==> config.mk <==
export PLATFORM = sky130hd
export DESIGN_NAME = muldiv_unit
export DESIGN_NICKNAME = d
export VERILOG_FILES = /design/src/rtl/muldiv_unit.sv
export SDC_FILE = /design/constraint.sdc
export NUM_CORES = 1
export LEC_CHECK = 0
export CORE_MARGIN = 2
export CORE_UTILIZATION = 55
export CTS_CLUSTER_SIZE = 28
export DETAILED_ROUTE_END_ITERATION = 7
export GPL_ROUTABILITY_DRIVEN = 0
export GPL_TIMING_DRIVEN = 1
export PLACE_DENSITY = 0.73
export SETUP_SLACK_MARGIN = 0.3
export SLEW_MARGIN = 30
export SYNTH_ARGS = -nofsm -noshare
export SYNTH_HDL_FRONTEND = slang
export SYNTH_SLANG_ARGS = --single-unit
==> constraint.sdc <==
create_clock -name clk -period 3.8 [get_ports clk]
set_input_delay 0.76 -clock clk [delete_from_list [all_inputs] [get_ports clk]]
set_output_delay 0.76 -clock clk [all_outputs]
set_load 0.02 [all_outputs]
==> src/rtl/muldiv_unit.sv <==
// ----------------------------------------------------------------------------
// muldiv_unit
// Iterative multiply/divide execution unit placed after the operand shifter.
// Computes one radix-2 step per clock: shift-add for multiply, restoring
// shift-subtract for divide. Signed operations run on magnitudes and the
// signs are fixed up in a single cycle before the result is published.
//
// Ports:
//   clk     rising-edge clock
//   rst_n   asynchronous active-low reset
//   start   request pulse, only looked at while idle
//   op      00 MULU, 01 MULS, 10 DIVU, 11 DIVS
//   ain     operand A: multiplicand / dividend
//   bin     operand B (shifter output): multiplier / divisor
//   busy    high from the cycle after acceptance until done
//   done    one-cycle pulse, results valid
//   res_lo  product low half / quotient
//   res_hi  product high half / remainder
//   flags   {V,N,Z} of the published result
//
// State | meaning
// ------+---------------------------------------------------------------
// IDLE  | waiting for start; operands latched on the accepting edge
// RUN   | one radix-2 step per cycle, WIDTH cycles
// FIX   | sign correction and exception override, results registered
// DONE  | last busy cycle; done is raised on the following cycle
// ----------------------------------------------------------------------------
module muldiv_unit #(
  parameter int WIDTH = 16
) (
  input  logic             clk,
  input  logic             rst_n,
  input  logic             start,
  input  logic [1:0]       op,
  input  logic [WIDTH-1:0] ain,
  input  logic [WIDTH-1:0] bin,
  output logic             busy,
  output logic             done,
  output logic [WIDTH-1:0] res_lo,
  output logic [WIDTH-1:0] res_hi,
  output logic [2:0]       flags
);

  localparam int CW = (WIDTH > 1) ? $clog2(WIDTH) : 1;
  localparam logic [CW-1:0] CNT_LAST = CW'(WIDTH - 1);

  typedef enum logic [1:0] {
    IDLE = 2'd0,
    RUN  = 2'd1,
    FIX  = 2'd2,
    DONE = 2'd3
  } state_t;

  state_t state, state_nxt;

  // acc holds {product_hi, product_lo} for multiply and {remainder, quotient}
  // for divide; the low half starts as the multiplier / dividend magnitude.
  logic [2*WIDTH-1:0] acc;
  logic [WIDTH-1:0]   mcand;     // multiplicand or divisor magnitude
  logic [WIDTH-1:0]   a_raw;     // original dividend, returned on divide by zero
  logic [1:0]         op_q;
  logic               neg_q;     // product / quotient is negative
  logic               neg_r;     // remainder is negative (dividend sign)
  logic               div0;
  logic               ovf;
  logic [CW-1:0]      cnt;

  logic               accept;
  logic               busy_nxt;
  logic               done_nxt;

  logic               a_neg, b_neg;
  logic [WIDTH-1:0]   a_mag, b_mag;

  logic [WIDTH:0]     mul_sum;
  logic [2*WIDTH-1:0] mul_next;
  logic               div_ge;
  logic [WIDTH-1:0]   div_diff;
  logic [2*WIDTH-1:0] div_next;

  logic [2*WIDTH-1:0] prod_fix;
  logic [WIDTH-1:0]   quo_fix, rem_fix;
  logic [WIDTH-1:0]   fix_lo, fix_hi;
  logic               fix_v;

  assign accept = (state == IDLE) && start;

  // --------------------------------------------------------------------------
  // FSM: state register
  // --------------------------------------------------------------------------
  always_ff @(posedge clk or negedge rst_n) begin
    if (!rst_n) begin
      state <= IDLE;
    end else begin
      state <= state_nxt;
    end
  end

  // --------------------------------------------------------------------------
  // FSM: next state
  // --------------------------------------------------------------------------
  always_comb begin
    state_nxt = state;
    case (state)
      IDLE: if (start) state_nxt = RUN;
      RUN:  if (cnt == CNT_LAST) state_nxt = FIX;
      FIX:  state_nxt = DONE;
      DONE: state_nxt = IDLE;
      default: state_nxt = IDLE;
    endcase
  end

  // --------------------------------------------------------------------------
  // FSM: outputs. busy/done are registered; done follows the DONE state by
  // one cycle, so when it is seen the unit is already idle and a start in that
  // same cycle is taken on the next edge.
  // --------------------------------------------------------------------------
  always_comb begin
    busy_nxt = (state_nxt != IDLE);
    done_nxt = (state == DONE);
  end

  always_ff @(posedge clk or negedge rst_n) begin
    if (!rst_n) begin
      busy <= 1'b0;
      done <= 1'b0;
    end else begin
      busy <= busy_nxt;
      done <= done_nxt;
    end
  end

  // --------------------------------------------------------------------------
  // Operand conditioning at acceptance
  // --------------------------------------------------------------------------
  always_comb begin
    a_neg = op[0] & ain[WIDTH-1];
    b_neg = op[0] & bin[WIDTH-1];
    a_mag = a_neg ? (~ain + 1'b1) : ain;
    b_mag = b_neg ? (~bin + 1'b1) : bin;
  end

  // --------------------------------------------------------------------------
  // Radix-2 step
  // --------------------------------------------------------------------------
  always_comb begin
    // Multiply: conditionally add multiplicand into the upper half, then shift
    // the whole {carry, hi, lo} right by one.
    mul_sum  = {1'b0, acc[2*WIDTH-1:WIDTH]} +
               (acc[0] ? {1'b0, mcand} : {(WIDTH+1){1'b0}});
    mul_next = {mul_sum, acc[WIDTH-1:1]};

    // Divide: the shifted partial remainder is WIDTH+1 bits wide; when it is
    // not below the divisor the difference always fits back into WIDTH bits.
    div_ge   = ({acc[2*WIDTH-1:WIDTH], acc[WIDTH-1]} >= {1'b0, mcand});
    div_diff = {acc[2*WIDTH-2:WIDTH], acc[WIDTH-1]} - mcand;
    div_next = div_ge ? {div_diff, acc[WIDTH-2:0], 1'b1}
                      : {acc[2*WIDTH-2:0], 1'b0};
  end

  // --------------------------------------------------------------------------
  // Sign correction, exceptions and overflow flag
  // --------------------------------------------------------------------------
  always_comb begin
    prod_fix = neg_q ? (~acc + 1'b1) : acc;
    quo_fix  = neg_q ? (~acc[WIDTH-1:0] + 1'b1) : acc[WIDTH-1:0];
    rem_fix  = neg_r ? (~acc[2*WIDTH-1:WIDTH] + 1'b1) : acc[2*WIDTH-1:WIDTH];
    fix_lo   = '0;
    fix_hi   = '0;
    fix_v    = 1'b0;
    if (!op_q[1]) begin
      fix_lo = prod_fix[WIDTH-1:0];
      fix_hi = prod_fix[2*WIDTH-1:WIDTH];
      if (op_q[0]) fix_v = (fix_hi != {WIDTH{fix_lo[WIDTH-1]}});
      else         fix_v = (fix_hi != '0);
    end else if (div0) begin
      fix_lo = '1;
      fix_hi = a_raw;
      fix_v  = 1'b1;
    end else begin
      // The most-negative / -1 case already yields quotient = dividend and
      // remainder = 0 through the magnitude path; only V needs raising.
      fix_lo = quo_fix;
      fix_hi = rem_fix;
      fix_v  = ovf;
    end
  end

  // --------------------------------------------------------------------------
  // Datapath registers
  // --------------------------------------------------------------------------
  always_ff @(posedge clk or negedge rst_n) begin
    if (!rst_n) begin
      acc    <= '0;
      mcand  <= '0;
      a_raw  <= '0;
      op_q   <= '0;
      neg_q  <= 1'b0;
      neg_r  <= 1'b0;
      div0   <= 1'b0;
      ovf    <= 1'b0;
      cnt    <= '0;
      res_lo <= '0;
      res_hi <= '0;
      flags  <= '0;
    end else begin
      if (accept) begin
        op_q  <= op;
        a_raw <= ain;
        neg_q <= a_neg ^ b_neg;
        neg_r <= a_neg;
        div0  <= op[1] & (bin == '0);
        ovf   <= (op == 2'b11) && (ain == {1'b1, {(WIDTH-1){1'b0}}}) &&
                 (bin == '1);
        cnt   <= '0;
        if (op[1]) begin
          acc   <= {{WIDTH{1'b0}}, a_mag};
          mcand <= b_mag;
        end else begin
          acc   <= {{WIDTH{1'b0}}, b_mag};
          mcand <= a_mag;
        end
      end else if (state == RUN) begin
        acc <= op_q[1] ? div_next : mul_next;
        cnt <= cnt + 1'b1;
      end else if (state == FIX) begin
        res_lo <= fix_lo;
        res_hi <= fix_hi;
        flags  <= {fix_v, fix_lo[WIDTH-1], (fix_lo == '0)};
      end
    end
  end

endmodule
==> results of run 1 <==
-- cell usage in the layout (no fill, tap or decap), drive strengths merged, types with 9 or more instances in the layout --
| cell type | n |
|---|---|
| or2 | 9 |
| nor2 | 115 |
| a31oi | 13 |
| nor2b | 12 |
| dfrtp | 112 |
| nor3 | 18 |
| xor2 | 45 |
| o21ai | 123 |
| nor4 | 10 |
| ha | 38 |
| buf | 29 |
| inv | 38 |
| a21oi | 85 |
| a21o | 11 |
| xnor2 | 49 |
| or3 | 16 |
| clkdlybuf4s50 | 71 |
| nand2 | 188 |
| o31ai | 20 |
| nand3 | 20 |
| mux2i | 32 |
| clkbuf | 11 |
| nand2b | 9 |
| nand4 | 11 |
-- worst max-delay path by stage --
stage | endpoint | cells past startpoint | from | slack, ns
after global routing | flags[2] | 9 | acc[4] | 0.31
after CTS | flags[2] | 9 | acc[9] | 0.48
after global placement | acc[12] | 10 | bin[6] | 0.54
after detailed placement | acc[12] | 10 | bin[6] | 0.49
final | acc[31] | 11 | mcand[12] | 0.46
after floorplan | flags[2] | 11 | acc[2] | 0.63
-- flip-flops by register name, summed over array words and instances (netlist names) --
name and cells:
state 2, done 1, a_raw 16, busy 1
cnt 4, flags 3, op_q 2, ovf 1
res_hi 16, neg_r 1, neg_q 1, res_lo 15
acc 32, div0 1, mcand 16
-- layout make-up --
class | instances | area [um2]
clock buffer | 11 | 243
fill | 1430 | 5700
sequential | 112 | 2800
clock inverter | 5 | 86.3
inverter | 38 | 143
timing repair buffer | 100 | 941
tap | 216 | 270
multi-input combinational | 921 | 5640
-- power breakdown --
group          internal [mW]  switching (mW)  leakage [nW]
Clock                  0.603           0.459         0.161
Combinational           2.39            3.32          2.78
Sequential              1.71           0.607          1.37
Total                   4.71            4.38          4.31
-- metal layers --
| layer | GRT usage | wire, um | vias to the layer above |
|---|---|---|---|
| met5 | 0 | 0 | - |
| met1 | 0.455 | 11500 | 3884 |
| met4 | 0.139 | 1020 | 0 |
| met3 | 0.0423 | 1950 | 57 |
| met2 | 0.451 | 10800 | 364 |
| li1 | - | - | 4083 |
-- what timing repair did --
item / in CTS / in global routing
gates resized for setup: 0 / 1
hold endpoints to repair: 0 / 0
endpoints found under the setup margin: 0 / 1
-- stage by stage --
| stage | power (mW) | setup slack, ns | utilization |
|---|---|---|---|
| final | 9.09 | 0.462 | 0.640 |
| after global routing | 9.84 | 0.310 | 0.640 |
| after CTS | 9.00 | 0.479 | 0.639 |
| after detailed placement | 7.91 | 0.493 | 0.618 |
| after global placement | 7.80 | 0.544 | 0.618 |
| after floorplan | 6.30 | 0.627 | - |
-- logic make-up after synthesis --
kind of cell / Yosys count
fa+ha+maj: 40
mux: 33
buf+inv: 111
simple gates: 439
flops: 112
xor+xnor: 94
compound gates: 315
==> flow_summary.json, run 1 <==
{
  "crit_type": "flop to flop",
  "dp.cells": 1387,
  "post-route-min-period_ns": 3.34,
  "cp_max_fo": 22,
  "crit_path_start_kind": "flop",
  "fmax_ghz": 0.300,
  "layout-drive-gt1-share": 0.0607,
  "antenna_cells": 0,
  "worstReg2RegEnd": "acc[31]",
  "via_count": 8388,
  "yosysMostFrequentCell": "nand2_1",
  "hpwl_um": 19500,
  "cts_root_buf": "clkbuf_16",
  "cpMostUsedCell": "o41ai_1",
  "finalHoldViolCount": 0,
  "hold-worst-slack_ns": 0.376,
  "postCtsSetupRepairBufs": 0,
  "yosysTopAreaCellShare": 0.316,
  "ir_worst_vdd_mv": 0.435,
  "rows": 46,
  "core_area_um2": 15800,
  "cts_max_level": 3,
  "synth-compound-area-share": 0.219,
  "numPortBuffers": 73,
  "slew_viol_final": 0,
  "synth-edff-count": 0,
  "die_w_um": 131,
  "finalNetCount": 1259,
  "worstMarginPinSlew_ns": 0.799,
  "path_buf_inv": 2,
  "dieArea_um2": 17100,
  "viasPerCell": 5.98,
  "antenna_found_initial": 0,
  "wl_per_cell_um": 18.0,
  "stdcell_area_um2": 10100,
  "drtIter0Drc": 788,
  "clock_latency_ns": 0.36,
  "maxCapViolCount": 0,
  "rsz0062_at_grt": "false",
  "clock_sinks": 112,
  "path_clk_slew_ns": 0.08,
  "syn_nets": 1221,
  "synth-main-ff-cell": "dfrtp_1",
  "start_util": 0.560,
  "cts_max_path_buffers": 2,
  "r2r_cells": 11,
  "syn_area_um2": 8860,
  "max_stage_delay_ns": 0.66,
  "crit_family": "compound AO/OA/AOI/OAI gates",
  "num_io_pins": 74,
  "slew_headroom": 0.467,
  "syn_inst": 1144,
  "yosysSeqAreaShare": 0.316,
  "cts_tree": "yes",
  "async_flop_share": 1.00,
  "synth_area_leader_cell": "dfrtp_1",
  "hold_class": "input port to asynchronous set/reset pin",
  "die_h_um": 131,
  "grt_max_degree": 65,
  "yosys.cell_types.count": 68,
  "arrival_ns": 3.59,
  "yosys_warnings": 0,
  "fin_tns_setup_ns": 0,
  "finalSetupViolations": 0,
  "synthAdderAreaFrac": 0.0582,
  "cp_data_required_time_ns": 4.06,
  "synth_common_cells": "nand2_1 (188), o21ai_0 (122), nor2_1 (115)",
  "synth-simple-area-share": 0.225,
  "endpoint_kind": "flop",
  "track_usage": 0.309,
  "muxShareOfSynthArea": 0.0374,
  "placed_area_um2": 9790,
  "syn_area_per_cell_um2": 7.74,
  "rrSetupSlack_ns": 0.46,
  "synth_top_family_by_area": "simple AND/OR/NAND/NOR gates",
  "hold_buffers": 0,
  "yosys.area_share.xor_xnor": 0.0946,
  "instances_no_fill": 1403,
  "grt_pass1_vias": 7646,
  "rr_startpoint": "mcand[12]",
  "finalCritPeriodShare": 0.879,
  "routed_wl_um": 25300,
  "firstDrtPassIters": 6,
  "power.density_nw_per_um2": 898,
  "leakage_nw": 4.31,
  "path_cells": "inv_1, ha_1, a21o_1, a2111oi_0, o41ai_1, o31ai_1, a21oi_2, buf_4, o21ai_0, a21oi_1, o41ai_1",
  "grt_pass1_wl_um": 40900,
  "ant_nets": 0,
  "grt.overflow.total": 0,
  "ys_ff_latch": 112,
  "yosys-top-cells-area": "dfrtp_1 (32%), nand2_1 (8.0%), o21ai_0 (6.9%)",
  "outcome": "complete, no violations",
  "cts_inserted_buffers": 9,
  "area_delta_synth_final_pct": 14.3,
  "clock-skew-final_ns": 0.00917,
  "drcViolationCount": 0,
  "critPathSlowestCell": "a2111oi_0"
}
Power figures use the tool's default switching activity.
==> run 2, diff against run 1 <==
Settings changed: ABC_AREA set to 1.
==> flow_summary.json, run 2 <==
{
  "crit_path_start_kind": "flop",
  "die_h_um": 134,
  "ys_ff_latch": 112,
  "r2r_cells": 14,
  "synth_area_leader_cell": "dfrtp_1",
  "ir_worst_vdd_mv": 0.432,
  "largest_register_ffs": 32,
  "final_common_cell": "nand2_1",
  "postCtsSetupRepairBufs": 0,
  "num_io_pins": 74,
  "wl_per_cell_um": 18.2,
  "arrival_ns": 3.24,
  "start_util": 0.560,
  "finalCritPeriodShare": 0.785,
  "yosys.cell_types.count": 52,
  "async_flop_share": 1.00,
  "numPortBuffers": 73,
  "via_count": 9827,
  "fmax_ghz": 0.335,
  "dp.cells": 1641,
  "synth-edff-count": 0,
  "finalSetupViolations": 0,
  "yosys_warnings": 0,
  "area_delta_synth_final_pct": 13.1,
  "grt.overflow.total": 0,
  "post-route-util": 0.634,
  "syn_area_um2": 9260,
  "layout-drive-gt1-share": 0.0536,
  "rows": 47,
  "hold-worst-slack_ns": 0.431,
  "synth_common_cells": "nand2_1 (371), inv_1 (170), nor2_1 (114)",
  "pwr-share-clk": 0.101,
  "worst_slack_ns": 0.817,
  "antenna_found_initial": 1,
  "cts_max_path_buffers": 2,
  "internal_power_mw": 4.57,
  "hold_class": "input port to asynchronous set/reset pin",
  "ant_nets": 0,
  "power_frac_seq": 0.241,
  "grt_max_degree": 63,
  "drtIter0Drc": 1214,
  "post-route-min-period_ns": 2.98,
  "rrSetupSlack_ns": 0.82,
  "syn_inst": 1385,
  "yosys-top-cells-area": "dfrtp_1 (30%), nand2_1 (15%), inv_1 (6.9%)",
  "grt_pass1_vias": 9142,
  "most-common-layout-cells": "nand2_1 (371), inv_1 (170), nor2_1 (112), dfrtp_1 (112), o21ai_0 (109)",
  "clock_latency_ns": 0.38,
  "die_w_um": 134,
  "cts_inserted_buffers": 9,
  "syn_nets": 1462,
  "startpoint": "acc[15]",
  "finalNetCount": 1509,
  "cts_tree": "yes",
  "top_register": "acc",
  "comb_power_share": 0.658,
  "clock-skew-final_ns": 0.0172,
  "synth-main-ff-cell": "dfrtp_1",
  "core_area_um2": 16500,
  "outcome": "complete, no violations",
  "slew_headroom": 0.392,
  "track_usage": 0.345,
  "hold_buffers": 0,
  "maxCapViolCount": 0,
  "finalHoldViolCount": 0,
  "cts_max_level": 3,
  "power.density_nw_per_um2": 971,
  "hpwl_um": 23700,
  "rsz0062_at_grt": "false",
  "dieArea_um2": 17900,
  "dpl_worst_slack_ns": 0.853,
  "fin_tns_setup_ns": 0,
  "endpoint_kind": "flop",
  "antenna_cells": 0,
  "path_clk_slew_ns": 0.09,
  "instances_no_fill": 1657,
  "firstDrtPassIters": 6,
  "cts_root_buf": "clkbuf_16",
  "cp_max_fo": 4,
  "yosysMostFrequentCell": "nand2_1",
  "drcViolationCount": 0,
  "yosysSeqAreaShare": 0.303,
  "leakage_nw": 5.16,
  "cp_data_required_time_ns": 4.06,
  "routed_wl_um": 30200,
  "crit_type": "flop to flop",
  "swShare": 0.551,
  "netSwitchingPower_mw": 5.61,
  "yosysTopAreaCellShare": 0.303,
  "grt_pass1_wl_um": 48400,
  "cts.repair.resized": 0,
  "viasPerCell": 5.93,
  "worstMarginPinSlew_ns": 0.912,
  "slew_viol_final": 0,
  "rr_startpoint": "acc[15]",
  "worstReg2RegEnd": "acc[28]",
  "syn_area_per_cell_um2": 6.68,
  "clock_sinks": 112
}
==> run 2: cell types whose count changed after synthesis, sizes merged, moves of 11 or more <==
cell / change
nand2: +200
inv: +139
nand3: +69
xnor2: -45
mux2i: -32
clkbuf: -23
nand4: +22
o31ai: -16
or3: -16
a21oi: -13
a31oi: +12
nor2b: -12
o22ai: +11
==> run 2: cells by family after synthesis <==
kind of cell / count (synthesis) / synth area share
adders and majority gates: 40 / 0.0557
and+or+nand+nor: 659 / 0.308
AOI/OAI and AO/OA: 292 / 0.184
DFF: 112 / 0.303
xor gates and xnor gates: 52 / 0.0512
buffers and inverters: 230 / 0.0987
==> run 2: final cells by class <==
type | instances | area, um2
Clock inverter | 7 | 98.8
Clock buffer | 9 | 225
Tap cell | 220 | 275
Fill cell | 1571 | 6050
Sequential cell | 112 | 2800
Inverter | 177 | 664
Multi-Input combinational cell | 1043 | 5550
Timing Repair Buffer | 89 | 861
==> run 2: worst max-delay path by stage <==
stage               to  cells past startpoint
6_report       acc[28]                     14
5_1_grt        acc[29]                     17
4_1_cts        acc[28]                     14
3_5_place_dp   acc[14]                     12
3_3_place_gp   acc[12]                     10
2_1_floorplan  acc[29]                     19
==> run 2: power groups by stage <==
stage	sequential (mW)	clock, mW	combinational (mW)
final	2.45	1.03	6.69
after global routing	2.50	1.08	7.49
after CTS	2.41	1.04	6.57
after detailed placement	2.43	0	6.53
after global placement	2.44	0	6.45
after floorplan	2.17	0	4.93
==> run 2: layer usage <==
layer,up-vias,global-route usage,wire length [um]
li1,4689,-,-
met4,2,0.135,1150
met5,-,0,13
met3,95,0.0814,2830
met2,490,0.551,13800
met1,4551,0.455,12400
==> run 2: per-stage QoR <==
stage,power (mW),area (um2)
floorplan,7.10,9260
global placement,8.89,10100
finish,10.2,10500
detailed placement,8.96,10100
CTS,10.0,10500
global route,11.1,10500
==> run 2: critical path, stage by stage (launching register included) <==
cell	delay, ns
dfrtp_1	0.44
inv_1	0.26
ha_1	0.24
inv_1	0.08
fa_1	0.41
nand3_1	0.11
nand3_1	0.12
a21boi_1	0.35
inv_1	0.11
a21o_1	0.19
a21oi_1	0.16
xor2_1	0.17
nand3_1	0.09
nand4_1	0.11
nand2_1	0.05
==> run 3, diff against run 2 <==
Clock period 3.8 ns to 3.04 ns, I/O delays scaled along.
==> flow_summary.json, run 3 (same netlist as run 2, synthesis figures left out) <==
{
  "outcome": "complete, no violations",
  "arrival_ns": 2.84,
  "crit_type": "flop to flop",
  "finalNetCount": 1526,
  "wl_per_cell_um": 18.2,
  "worst_slack_ns": 0.451,
  "cts_tree": "yes",
  "cp_max_fo": 21,
  "path_clk_slew_ns": 0.09,
  "cts_inserted_buffers": 9,
  "endpoint_kind": "flop",
  "cts_max_level": 3,
  "worstMarginPinSlew_ns": 0.947,
  "ir_worst_vdd_mv": 0.762,
  "critPathSlowestCell": "dfrtp_1",
  "finalSetupViolations": 0,
  "grt.overflow.total": 0,
  "nFillCells": 1552,
  "die_h_um": 134,
  "cp_data_required_time_ns": 3.29,
  "finalCritPeriodShare": 0.852,
  "clock-skew-final_ns": 0.0125,
  "antenna_found_initial": 0,
  "area_delta_synth_final_pct": 15.4,
  "dieArea_um2": 17900,
  "crit_path_start_kind": "flop",
  "grt_pass1_wl_um": 48500,
  "rows": 47,
  "slew_viol_final": 0,
  "internal_power_mw": 6.04,
  "dpl_worst_slack_ns": 0.192,
  "post-route-min-period_ns": 2.59,
  "pwr-share-clk": 0.107,
  "track_usage": 0.349,
  "finalHoldViolCount": 0,
  "most-common-layout-cells": "nand2_1 (371), inv_1 (168), nor2_1 (112)",
  "post-route-util": 0.647,
  "maxCapViolCount": 0,
  "max_stage_delay_ns": 0.51,
  "core_area_um2": 16500,
  "final_common_cell": "nand2_1",
  "fmax_ghz": 0.386,
  "antenna_cells": 0,
  "drtIter0Drc": 1132,
  "hold_class": "input port to asynchronous set/reset pin",
  "slew_headroom": 0.368,
  "firstDrtPassIters": 5,
  "via_count": 9989,
  "die_w_um": 134,
  "path_cells": "ha_1, a21oi_1, o21ai_0, a21oi_1, nand2_2, nand2_2, nand2_4, nor2_4, clkinvlp_4, nor2_1, o21ai_1",
  "largest_register_ffs": 32,
  "num_io_pins": 74,
  "comb_power_share": 0.667,
  "grt_pass1_vias": 9214,
  "fin_tns_setup_ns": 0,
  "numPortBuffers": 73,
  "cts_max_path_buffers": 2,
  "layout-drive-gt1-share": 0.0695,
  "grt_max_degree": 67,
  "start_util": 0.560,
  "netSwitchingPower_mw": 7.07,
  "top_register": "acc",
  "leakage_nw": 5.26,
  "power.density_nw_per_um2": 1230,
  "hpwl_um": 23900,
  "hold_buffers": 0,
  "clock_latency_ns": 0.37,
  "rsz0062_at_grt": "true",
  "clock_sinks": 112,
  "swShare": 0.539,
  "cts_root_buf": "clkbuf_16",
  "ant_nets": 0,
  "routed_wl_um": 30500,
  "drcViolationCount": 0,
  "power_frac_seq": 0.226,
  "viasPerCell": 5.97
}
## run 3: final timing paths
check / from / slack (ns) / endpoint / depth (start not counted)
max: acc[25] / 0.45 / acc[23] / 11
min: rst_n / 0.23 / res_hi[15] / 1
max reg2reg: acc[25] / 0.45 / acc[23] / 11
min reg2reg: res_lo[5] / 0.49 / res_lo[5] / 2
max in group asynchronous: rst_n / 2.03 / mcand[2] / 2
min in group clk: res_lo[5] / 0.49 / res_lo[5] / 2
## run 3: layer usage
layer / GRT usage / up-vias / wire [um]
met4: 0.161 / 0 / 1440
li1: - / 4719 / -
met2: 0.547 / 564 / 13800
met1: 0.480 / 4598 / 12500
met3: 0.0476 / 108 / 2790
met5: 0 / - / 0
## run 3: timing repair
| action | in CTS | in global routing |
|---|---|---|
| endpoints found under the hold margin | 0 | 0 |
| resized for setup | 0 | 9 |
| buffers inserted | 0 | 4 |
| endpoints found under the setup margin | 0 | 10 |
## run 3: final cells by class
type	count	area [um2]	share of cell area
clock buffers	9	225	0.0211
clock inverters	7	121	0.0114
inverters	177	672	0.0629
multi-input cells	1043	5560	0.520
flip-flops and latches	112	2800	0.262
well taps	220	275	0.0258
repair buffers	106	1030	0.0960
## run 3: through the flow
stage	instance area [um2]	total power, mW	instances	hold WS, ns
floorplan	9260	8.87	1385	0.312
global placement	10300	11.3	1654	0.467
detailed placement	10300	11.4	1654	0.464
CTS	10600	12.8	1670	0.257
global route	10700	14.2	1674	0.290
finish	10700	13.1	1674	0.233
## run 3: critical path, delay by kind of cell (launching register included)
kind                       cells  cell delay, ns
AOI/OAI and AO/OA              4            0.58
adders and majority gates      1            0.41
and+or+nand+nor                5            0.73
buffers and inverters          1            0.24
DFF                            1            0.51
## run 3: power by group through the flow
stage          Sequential [mW]  Combinational, mW  Clock (mW)
6_report                  2.96               8.75        1.40
5_1_grt                   3.02               9.75        1.46
4_1_cts                   2.93               8.48        1.40
3_5_place_dp              2.95               8.42           0
3_3_place_gp              2.94               8.31           0
2_1_floorplan             2.71               6.16           0
